--- src/rtl/keq_sequencer_pkg.sv ---
// Shared constants and state encoding for the key-equation sequencer.
package keq_sequencer_pkg;

   // Correction capability and datapath widths
   localparam int unsigned T       = 8;
   localparam int unsigned DEG_W   = 5;
   localparam int unsigned CNT_W   = 6;
   localparam int unsigned MAX_CYC = 20;

   // Initial degrees injected into the chain: deg R = 2T, deg Q = 2T-1
   localparam logic [DEG_W-1:0] DEG_R_INIT = DEG_W'(2 * T);
   localparam logic [DEG_W-1:0] DEG_Q_INIT = DEG_W'(2 * T - 1);

   // Decoder failure threshold for the evaluator degree
   localparam logic [DEG_W-1:0] DEG_T = DEG_W'(T);

   // Last RUN cycle before the timeout fires (cnt counts from 0)
   localparam logic [CNT_W-1:0] CNT_LAST = CNT_W'(MAX_CYC - 1);

   typedef enum logic [1:0] {
      StIdle = 2'd0,
      StInit = 2'd1,
      StRun  = 2'd2,
      StDone = 2'd3
   } keq_state_e;

   // Increment that sticks at the all-ones value instead of wrapping
   function automatic logic [CNT_W-1:0] sat_inc(input logic [CNT_W-1:0] val);
      return (val == {CNT_W{1'b1}}) ? val : val + CNT_W'(1);
   endfunction

endpackage

--- src/rtl/keq_sequencer_sat_counter.sv ---
// Saturating up-counter with synchronous clear and enable.
module keq_sequencer_sat_counter #(
   parameter int unsigned Width = 6
) (
   input  logic             clk,
   input  logic             reset,
   input  logic             clear,
   input  logic             enable,
   output logic [Width-1:0] count
);

   // Clear has priority over enable; count sticks at all-ones
   always_ff @(posedge clk) begin
      if (reset || clear) begin
         count <= '0;
      end else if (enable && (count != {Width{1'b1}})) begin
         count <= count + Width'(1);
      end
   end

endmodule

--- src/rtl/keq_sequencer.sv ---
// Control end of the Euclidean key-equation array (t=8, GF(2^13) BCH).
// Optional swap counter is built only when KEQ_SWAP_COUNT_EN is defined.
module keq_sequencer
   import keq_sequencer_pkg::*;
(
   input  logic             clk,
   input  logic             reset,
   input  logic             synd_valid,
   output logic             synd_ready,
   output logic             start,
   output logic [DEG_W-1:0] deg_r_init,
   output logic [DEG_W-1:0] deg_q_init,
   input  logic             stop_i,
   input  logic             sw_i,
   input  logic [DEG_W-1:0] deg_r_fin,
   input  logic [DEG_W-1:0] deg_q_fin,
   output logic             res_valid,
   input  logic             res_ready,
   output logic [DEG_W-1:0] res_deg_r,
   output logic [DEG_W-1:0] res_deg_q,
   output logic [CNT_W-1:0] res_iter,
   output logic             res_fail,
   output logic [CNT_W-1:0] swap_cnt
);

   keq_state_e       state_q, state_d;
   logic [CNT_W-1:0] cnt;

   logic             synd_ready_d;
   logic             start_d;
   logic [DEG_W-1:0] deg_r_init_d;
   logic [DEG_W-1:0] deg_q_init_d;
   logic             res_valid_d;
   logic             res_latch;
   logic             res_fail_d;

   // RUN-cycle counter, restarted on every INIT
   keq_sequencer_sat_counter #(
      .Width (CNT_W)
   ) u_cnt (
      .clk    (clk),
      .reset  (reset),
      .clear  (state_q == StInit),
      .enable (state_q == StRun),
      .count  (cnt)
   );

`ifdef KEQ_SWAP_COUNT_EN
   // Swap counter only advances inside RUN, so it freezes through DONE
   keq_sequencer_sat_counter #(
      .Width (CNT_W)
   ) u_swap_cnt (
      .clk    (clk),
      .reset  (reset),
      .clear  (state_q == StInit),
      .enable ((state_q == StRun) && sw_i),
      .count  (swap_cnt)
   );
`else
   logic unused_sw;
   assign unused_sw = sw_i;
   assign swap_cnt  = '0;
`endif

   // State register
   always_ff @(posedge clk) begin
      if (reset) begin
         state_q <= StIdle;
      end else begin
         state_q <= state_d;
      end
   end

   // Next-state logic; stop and timeout both leave RUN
   always_comb begin
      state_d = state_q;
      unique case (state_q)
         StIdle: if (synd_valid) state_d = StInit;
         StInit: state_d = StRun;
         StRun:  if (stop_i || (cnt == CNT_LAST)) state_d = StDone;
         StDone: if (res_valid && res_ready) state_d = StIdle;
         default: state_d = StIdle;
      endcase
   end

   // Output next values, decoded from the upcoming state so outputs stay registered
   always_comb begin
      synd_ready_d = (state_d == StIdle);
      start_d      = (state_d == StInit);
      deg_r_init_d = (state_d == StInit) ? DEG_R_INIT : '0;
      deg_q_init_d = (state_d == StInit) ? DEG_Q_INIT : '0;
      res_valid_d  = (state_d == StDone);
      res_latch    = (state_q == StRun) && (state_d == StDone);
      // A stop on the timeout cycle wins: only the degree check decides
      res_fail_d   = stop_i ? (deg_r_fin >= DEG_T) : 1'b1;
   end

   // Output registers; result fields are captured once when RUN ends
   always_ff @(posedge clk) begin
      if (reset) begin
         synd_ready <= 1'b1;
         start      <= 1'b0;
         deg_r_init <= '0;
         deg_q_init <= '0;
         res_valid  <= 1'b0;
         res_deg_r  <= '0;
         res_deg_q  <= '0;
         res_iter   <= '0;
         res_fail   <= 1'b0;
      end else begin
         synd_ready <= synd_ready_d;
         start      <= start_d;
         deg_r_init <= deg_r_init_d;
         deg_q_init <= deg_q_init_d;
         res_valid  <= res_valid_d;
         if (res_latch) begin
            res_deg_r <= deg_r_fin;
            res_deg_q <= deg_q_fin;
            res_iter  <= sat_inc(cnt);
            res_fail  <= res_fail_d;
         end
      end
   end

endmodule
--- config.mk ---
export PLATFORM = sky130hd
export DESIGN_NAME = keq_sequencer
export DESIGN_NICKNAME = d
export VERILOG_FILES = /design/src/rtl/keq_sequencer_pkg.sv /design/src/rtl/keq_sequencer_sat_counter.sv /design/src/rtl/keq_sequencer.sv
export SDC_FILE = /design/constraint.sdc
export NUM_CORES = 1
export LEC_CHECK = 0
export CORE_MARGIN = 4
export CORE_UTILIZATION = 47
export CTS_CLUSTER_SIZE = 20
export DETAILED_ROUTE_END_ITERATION = 10
export PLACE_DENSITY = 0.85
export SLEW_MARGIN = 20
export SYNTH_ARGS = -nofsm -noshare
export SYNTH_HDL_FRONTEND = slang
export SYNTH_SLANG_ARGS = --single-unit
--- constraint.sdc ---
create_clock -name clk -period 3.5 [get_ports clk]
set_input_delay 0.7 -clock clk [delete_from_list [all_inputs] [get_ports clk]]
set_output_delay 0.7 -clock clk [all_outputs]
set_load 0.01 [all_outputs]
==> impl_metrics.json <==
{
  "worstPathRequired_ps": 3750,
  "synth-edff-count": 0,
  "p_per_area_nw_per_um2": 392,
  "fin_crit_sh_pct": 64.7,
  "worstSetupPathType": "reg -> reg",
  "ios": 52,
  "syn_area_per_cell_sq_um": 9.09,
  "layout_common_cells": "39 x clkdlybuf4s50_1, 28 x dfxtp_1, 24 x nand2_1",
  "finalHoldViolCount": 0,
  "p_leak_uw": 0.000640,
  "grt_pass1_wl_microns": 4750,
  "wire_per_inst_microns": 13.5,
  "drc": 0,
  "yosys_register_bits": 28,
  "fillers": 248,
  "cts_tree": "built",
  "root_buffer": "clkbuf_4",
  "layout_setup_ws_ps": 1230,
  "portBuffers": 39,
  "dpl_worst_slack_ps": 1040,
  "clock_latency_ps": 320,
  "hold_class": "reg -> reg",
  "dr_wl_met3_microns": 250,
  "path_max_fanout": 17,
  "period_needed_ps": 2270,
  "end_kind": "flop",
  "wl_microns": 2870,
  "synthSimpleGateAreaFrac_pct": 17.6,
  "cts_max_level": 1,
  "synth_area_sq_um": 1380,
  "finalSetupViolCount": 0,
  "reg2reg_depth": 4,
  "dr_total_vias": 1107,
  "gp_congestion": 0.838,
  "cts-buffers-inserted": 3,
  "grt_max_degree": 18,
  "dp_hpwl_microns": 2140,
  "cts_setup_buffers": 0,
  "grt_usage_pct": 14.4,
  "synth_ff_type": "dfxtp_1",
  "antenna_found_initial": 0,
  "die_y_microns": 62.2,
  "rows": 19,
  "met1_length_microns": 1210,
  "worstPathArrival_ps": 2510,
  "synth.distinct_cells": 42,
  "area_growth_pct": 25.3,
  "synthXorXnorAreaFrac_pct": 4.44,
  "start_util_pct": 49.7,
  "die_area_sq_um": 3870,
  "synthCells": 152,
  "fmax_mhz": 441,
  "dr_wl_met2_microns": 1410,
  "ctsHoldBuffers": 0,
  "tns_ps": 0,
  "min_path_cells": 2,
  "coreArea_sq_um": 2780,
  "dp.cells": 208,
  "rsz0062_at_grt": "false",
  "topRoutingLayerUsed": "met3",
  "async_flop_share_pct": 0,
  "clkTransAtPathRegs_ps": 150,
  "yosysTopAreaCell": "dfxtp_1",
  "drv_cap": 0,
  "synth_compound_area_share_pct": 21.4,
  "synth_top_area_share_pct": 40.6,
  "max_slew_margin_pct": 46.7,
  "dr.first_iter.drc_count": 28,
  "clock_sinks": 28,
  "overflow": 0,
  "status": "finished clean",
  "synthAdderAreaFrac_pct": 0.906,
  "grt_pass1_vias": 1096,
  "synth_mux_area_share_pct": 1.45,
  "clockBufferDepth": 2,
  "ys_warn_count": 0,
  "ant_nets": 0,
  "ys_seq_area_share_pct": 40.6,
  "synthTopCellsByArea": "dfxtp_1 41%, buf_4 9.2%, nand2_1 6.5%",
  "total_power_uw": 679,
  "finalNonFillerCells": 212,
  "synth_top_family_by_area": "compound AO/OA/AOI/OAI gates",
  "worstMarginPinSlew_ps": 798,
  "maxSlewViolCount": 0,
  "peakVddDrop_mv": 0.255,
  "antennaDiodeCount": 0,
  "startpoint_type": "flop",
  "drt_pass1_iterations": 4,
  "finalNetCount": 199,
  "final_common_cell": "clkdlybuf4s50_1",
  "drive_gt1_share_pct": 11.0,
  "fin_skew_ps": 3.65,
  "viasPerCell": 5.22,
  "cts_resized": 0,
  "die-width_microns": 62.2
}
==> logic make-up after synthesis <==
kind of cell	Yosys count
AOI/OAI and AO/OA	35
xor gates and xnor gates	7
adders and majority gates	1
buffers and inverters	27
DFF	28
muxes	2
other	1
and+or+nand+nor	51
==> cell type report <==
| class | instances | area (sq um) | share of cell area [%] |
|---|---|---|---|
| clock buffers | 3 | 22.5 | 1.30 |
| well taps | 31 | 38.8 | 2.24 |
| clock inverters | 1 | 30.0 | 1.74 |
| repair buffers | 40 | 398 | 23.0 |
| multi-input cells | 107 | 673 | 38.9 |
| inverters | 2 | 7.51 | 0.434 |
| flip-flops and latches | 28 | 561 | 32.4 |
==> metrics by stage <==
stage | utilization, % | instance area (sq um) | hold WS, ps
2_1_floorplan | - | 1420 | 492
3_3_place_gp | 60.3 | 1680 | 455
3_5_place_dp | 60.3 | 1680 | 460
4_1_cts | 62.2 | 1730 | 479
5_1_grt | 62.2 | 1730 | 506
6_report | 62.2 | 1730 | 480
==> path summary, 6_finish.rpt <==
check                                                from                   endpoint  slack (ps)
worst max-delay path                state_q[1]$_SDFF_PP0_      res_fail$_SDFFE_PP0P_        1230
worst min-delay path            res_deg_r[4]$_SDFFE_PP0P_  res_deg_r[4]$_SDFFE_PP0P_         480
worst max register to register      state_q[1]$_SDFF_PP0_      res_fail$_SDFFE_PP0P_        1230
worst min register to register  res_deg_r[4]$_SDFFE_PP0P_  res_deg_r[4]$_SDFFE_PP0P_         480
==> per-layer routing <==
| layer | up-vias | GRT usage [%] |
|---|---|---|
| li1 | 550 | - |
| met1 | 515 | 16.4 |
| met2 | 42 | 25.0 |
| met3 | 0 | 5.41 |
| met4 | 0 | 3.79 |
| met5 | - | 0 |
==> power breakdown <==
part | leakage (uW) | internal (uW) | switching (uW)
registers | 0.000228 | 335 | 13.9
logic | 0.000384 | 60.6 | 58.9
clock network | 0.0000279 | 116 | 94.4
total | 0.000640 | 511 | 167
==> registers in the layout, summed over array words and instances (netlist names) <==
register,cells
u_cnt.count,6
deg_q_init,1
res_deg_r,5
res_deg_q,5
synd_ready,1
state_q,2
res_valid,1
res_iter,6
res_fail,1
==> critical path: stages, from the launching register on <==
cell	delay, ps
dfxtp_1	480
nor2b_1	680
a31o_1	650
nor2_1	130
a311oi_2	240
==> Yosys cell counts, types with 2 or more instances <==
| library cell | n |
|---|---|
| dfxtp_1 | 28 |
| nand2_1 | 24 |
| buf_4 | 17 |
| nor2_1 | 13 |
| a21oi_2 | 10 |
| xor2_1 | 6 |
| a21oi_1 | 5 |
| buf_2 | 4 |
| nand3_1 | 3 |
| o32ai_1 | 3 |
| a211oi_1 | 2 |
| buf_6 | 2 |
| clkbuf_1 | 2 |
| inv_1 | 2 |
| mux2i_1 | 2 |
| o211ai_1 | 2 |
| o31ai_1 | 2 |
No activity file was read; power rests on OpenSTA's default activity.
